[config.mk]
export PLATFORM = sky130hd
export DESIGN_NAME = extmem_parity
export DESIGN_NICKNAME = d
export VERILOG_FILES = /design/src/rtl/extmem_parity.sv
export SDC_FILE = /design/constraint.sdc
export NUM_CORES = 1
export LEC_CHECK = 0
export ABC_AREA = 1
export CAP_MARGIN = 30
export CORE_ASPECT_RATIO = 0.6
export CORE_UTILIZATION = 66
export DETAILED_ROUTE_END_ITERATION = 8
export DONT_BUFFER_PORTS = 1
export PLACE_DENSITY = 0.82
export SETUP_SLACK_MARGIN = 0.5
export SLEW_MARGIN = 20
export SYNTH_ARGS = -nofsm -noshare
export SYNTH_HDL_FRONTEND = slang
export SYNTH_SLANG_ARGS = --single-unit
[constraint.sdc]
create_clock -name CLOCK -period 5.8 [get_ports CLOCK]
set_input_delay 0.58 -clock CLOCK [delete_from_list [all_inputs] [get_ports CLOCK]]
set_output_delay 0.58 -clock CLOCK [all_outputs]
set_load 0.005 [all_outputs]
[src/rtl/extmem_parity.sv]
// Byte-parity shim between bigmem's external memory port and the 18-bit memory:
// generates odd parity on writes, checks it on reads, logs errors for the ARM.
// CNT_W narrows the saturating error counter (default 16 bits; must be 1..16).
module extmem_parity #(
    parameter int RDLAT = 2,
    parameter int CNT_W = 16
) (
    input  logic        CLOCK,
    input  logic        RESET,
    input  logic        armwrite,
    input  logic [1:0]  armraddr,
    input  logic [1:0]  armwaddr,
    input  logic [31:0] armwdata,
    output logic [31:0] armrdata,
    input  logic [16:0] up_addr,
    input  logic [17:0] up_dout,
    output logic [17:0] up_din,
    input  logic        up_enab,
    input  logic [1:0]  up_wena,
    output logic [16:0] mem_addr,
    output logic [17:0] mem_dout,
    input  logic [17:0] mem_din,
    output logic        mem_enab,
    output logic [1:0]  mem_wena,
    output logic        parity_err_h
);

    localparam logic [31:0]      ID_WORD = 32'h4550_2001;
    localparam logic [CNT_W-1:0] CNT_MAX = '1;

    logic             sticky, inj_h, inj_l, chk_en;
    logic [CNT_W-1:0] err_cnt, cnt_base, cnt_next;
    logic [15:0]      cnt16;
    logic [1:0]       fail_mask;
    logic [16:0]      fail_addr;
    logic             prev_rd, rd_now, launch;
    logic [RDLAT-1:0] pipe_v;
    logic [16:0]      pipe_a [RDLAT];
    logic             inj_h_use, inj_l_use, ph, pl;
    logic             bad_h, bad_l, err, wr1;

    assign mem_addr = up_addr;
    assign mem_enab = up_enab;
    assign mem_wena = up_wena;
    assign up_din   = mem_din;

    // Injection inverts the generated bit only on a cycle that actually writes that byte.
    assign inj_h_use = inj_h & up_enab & up_wena[1];
    assign inj_l_use = inj_l & up_enab & up_wena[0];
    assign ph        = ~^up_dout[16:9] ^ inj_h_use;
    assign pl        = ~^up_dout[7:0]  ^ inj_l_use;
    assign mem_dout  = {ph, up_dout[16:9], pl, up_dout[7:0]};

    // A held read enable is one access; only its first read cycle launches a check.
    assign rd_now = up_enab & ~|up_wena;
    assign launch = rd_now & ~prev_rd;

    assign bad_h        = ~^mem_din[17:9];
    assign bad_l        = ~^mem_din[8:0];
    assign err          = pipe_v[RDLAT-1] & chk_en & (bad_h | bad_l) & ~RESET;
    assign parity_err_h = err;

    assign wr1 = armwrite & (armwaddr == 2'd1);

    // Register clears are applied before the error update, so a same-cycle error survives.
    always_comb begin
        cnt_base = (wr1 & armwdata[27]) ? '0 : err_cnt;
        cnt_next = cnt_base;
        if (err && cnt_base != CNT_MAX)
            cnt_next = cnt_base + 1'b1;
    end

    always_ff @(posedge CLOCK) begin
        if (RESET) begin
            sticky    <= 1'b0;
            inj_h     <= 1'b0;
            inj_l     <= 1'b0;
            chk_en    <= 1'b0;
            err_cnt   <= '0;
            fail_mask <= 2'b00;
            fail_addr <= 17'd0;
            prev_rd   <= 1'b0;
            pipe_v    <= '0;
        end else begin
            prev_rd   <= rd_now;
            pipe_v[0] <= launch;
            for (int i = 1; i < RDLAT; i++)
                pipe_v[i] <= pipe_v[i-1];
            inj_h   <= (wr1 ? armwdata[30] : inj_h) & ~inj_h_use;
            inj_l   <= (wr1 ? armwdata[29] : inj_l) & ~inj_l_use;
            chk_en  <= wr1 ? armwdata[28] : chk_en;
            sticky  <= (sticky & ~(wr1 & armwdata[31])) | err;
            err_cnt <= cnt_next;
            if (err) begin
                fail_mask <= {bad_h, bad_l};
                fail_addr <= pipe_a[RDLAT-1];
            end
        end
    end

    // Addresses need no reset: they are only used when the matching valid bit is set.
    always_ff @(posedge CLOCK) begin
        pipe_a[0] <= up_addr;
        for (int i = 1; i < RDLAT; i++)
            pipe_a[i] <= pipe_a[i-1];
    end

    assign cnt16 = 16'(err_cnt);

    always_comb begin
        armrdata = 32'd0;
        case (armraddr)
            2'd0:    armrdata = ID_WORD;
            2'd1:    armrdata = {sticky, inj_h, inj_l, chk_en, 12'd0, cnt16};
            2'd2:    armrdata = {fail_mask, 13'd0, fail_addr};
            default: armrdata = 32'd0;
        endcase
    end

endmodule
==> flow_summary.ini <==
[clocking]
htreeDepth = 3
ctsResizeCount = 0
clockBufferDepth = 2
insertion_delay_ns = 0.35
cts_tree = built
path_clk_slew_ns = 0.09
post-cts-setup-buffers = 0
numCtsBuffers = 9
ctsHoldBuffers = 0
root_buffer = clkbuf_8
clock-sinks = 76

[cells_and_area]
final_nets = 585
stdcell_area_mm2 = 0.00379
n_antenna_cell = 0
utilization = 0.663
area_delta_synth_final_pct = -6.01
drive_above_1_share = 0.0628
stdcell_count = 574

[timing]
finalCritPeriodShare = 0.422
grt_setup_unrepaired = no
fmax_mhz = 408
fin_crit_ns = 2.45
finClkSkew_ns = 0.0155
slew_headroom = 0.668
fin_ws_ns = 3.35
slew_viol_final = 0
finalHoldViolCount = 0
hold_slack_ns = 0.252
finalSetupTns_ns = 0
worstMarginPinSlew_ns = 0.495
setup_viol = 0

[global_routing]
grt_first_pass_wirelength_um = 13000
antenna_found_initial = 0
grt_pass1_vias = 2906
met3_usage = 0.0828
grt-ovfl-total = 0
grt.met2_usage = 0.441
met1_usage = 0.313
grt.busiest_layer = met2
grt_usage = 0.260
grt_max_degree = 40

[power_and_ir_drop]
p_total_mw = 1.02
p_sw_frac = 0.247
internal-power_mw = 0.767
combPwrFrac = 0.055
pwr-share-clk = 0.416
cellPowerDensity_mw_per_mm2 = 269
ir_worst_vdd_mv = 0.243
cellLeakagePower_nw = 1.73
p_seq_frac = 0.529
power_switching_mw = 0.252

[floorplanning]
fp.dieH_um = 62.6
io_pins = 184
core_area_mm2 = 0.00573
initial_core_util = 0.705
die_width_um = 103
die_area_mm2 = 0.00644
row_count = 21

[worst_setup_path]
path_max_fanout = 28
crit_path_end_kind = flip-flop
cpPeakStageDelay_ns = 0.32
start_kind = input port
crit_top_cell = inv_1
cp.arrival_ns = 2.72
critPathKind = input port to flip-flop
required_ns = 6.08
cp_slowest_cell = ha_1
path_cells = inv_1, nand4_2, buf_16, nand2_1, inv_1, ha_1, nand4_4, inv_1, nand4_4, nand2_4, nand2_1, a21oi_1

[detailed_routing]
ant_nets = 0
drc = 0
vias = 3192
dr.pass1.iters = 5
routed_wl_um = 8180
vias_per_cell = 5.56
first_iter_violations = 221
wl_per_cell_um = 14.2

[yosys]
synthFlopType = dfxtp_1
yosys_warnings = 0
synth_top_cell_area_share = 0.377
ys_seq_elements = 76
avgSynthCellArea_um2 = 7.27
synth.most_common_cell = nand2_1
ys_async_sr_fraction = 0
synthTopCellsByCount = 148 x nand2_1, 76 x dfxtp_1, 70 x buf_4, 70 x nand3_1, 54 x inv_1
synth_seq_area_share = 0.377
synth_area_mm2 = 0.00404
synth_area_leader_cell = dfxtp_1
postSynthCellCount = 555
synthTopCellsByArea = dfxtp_1 38%, nand2_1 14%, buf_4 13%, nand3_1 8.7%, inv_1 5.0%
synth_edf_count = 0
ys_types = 31

[placed_design]
dp_worst_setup_slack_ns = 2.69
place_area_mm2 = 0.00356
post-place-cells = 557
hpwlAfterDp_um = 5860
io_buffer_count = 0
gp_congestion = 0.909

[outcome]
status = finished clean

[run]
drv_cap = 0

[min_path]
hold_path_class = input port to flip-flop
-- registers in the layout, summed over array words and instances (netlist names) --
register	cells
pipe_a	34
fail_addr	17
cnt16	16
fail_mask	2
pipe_v	2
chk_en	1
inj_h	1
inj_l	1
prev_rd	1
sticky	1
-- cells in the final DEF (no fill, tap or decap) --
master	synthesis	routed
nand2_1	148	148
dfxtp_1	76	76
nand3_1	70	70
inv_1	54	54
a21oi_1	34	34
nor2_1	22	22
xor2_1	16	16
xnor2_1	11	11
o21ai_0	11	11
clkbuf_8	0	9
conb_1	1	7
nand4_1	6	6
nand2_4	3	3
inv_6	0	3
nand2_2	2	2
and3_1	2	2
nand3_2	2	2
nand4_4	2	2
inv_8	0	2
clkinv_1	1	1
nand4_2	1	1
nor3_4	1	1
nor2_2	1	1
nor2_4	1	1
nand3b_1	1	1
nor3_1	1	1
inv_4	1	1
a2111oi_0	1	1
a211oi_1	1	1
ha_1	1	1
bufinv_16	0	1
clkinvlp_4	0	1
buf_16	0	1
-- path summary, 6_finish.rpt --
| check | start | to | slack [ns] | cells past startpoint |
|---|---|---|---|---|
| worst max register to register | cnt16[0] | cnt16[8] | 3.64 | 9 |
| worst min register to register | pipe_a[0][13] | pipe_a[1][13] | 0.33 | 0 |
| worst max-delay path | armwaddr[1] | cnt16[8] | 3.35 | 12 |
| worst min-delay path | up_addr[1] | pipe_a[0][1] | 0.25 | 0 |
-- cell families after synthesis --
family,share of synthesized area
XOR/XNOR,0.0586
flip-flops,0.377
buffers and inverters,0.202
AO/OA/AOI/OAI,0.0598
AND/OR/NAND/NOR,0.299
adder cells (fa/ha/maj),0.00310
other,0.000929
-- layout make-up --
| type | instances | area [µm²] |
|---|---|---|
| Multi-Input combinational cell | 345 | 1720 |
| Inverter | 56 | 213 |
| Fill cell | 510 | 1930 |
| Tap cell | 80 | 100 |
| Sequential cell | 76 | 1520 |
| Timing Repair Buffer | 1 | 27.5 |
| Clock buffer | 9 | 124 |
| Clock inverter | 7 | 86.3 |
-- metal layers --
metal	vias to the layer above	share of wire
met5	-	0
met4	0	0.016
met3	14	0.090
met2	139	0.47
met1	1490	0.43
li1	1549	-
-- worst max-delay path: cells and delay by family --
kind,cells,cell delay (ns)
compound gates,1,0.12
simple gates,6,1.13
fa+ha+maj,1,0.32
buf+inv,4,0.56
-- power groups by stage --
stage,clock network [mW],registers [mW],logic (mW)
6_report,0.424,0.539,0.0559
5_1_grt,0.450,0.541,0.0661
4_1_cts,0.429,0.539,0.0550
3_5_place_dp,0,0.552,0.0548
3_3_place_gp,0,0.551,0.0534
2_1_floorplan,0,0.550,0.0974
Note: power is estimated with default switching activity, not from simulation.
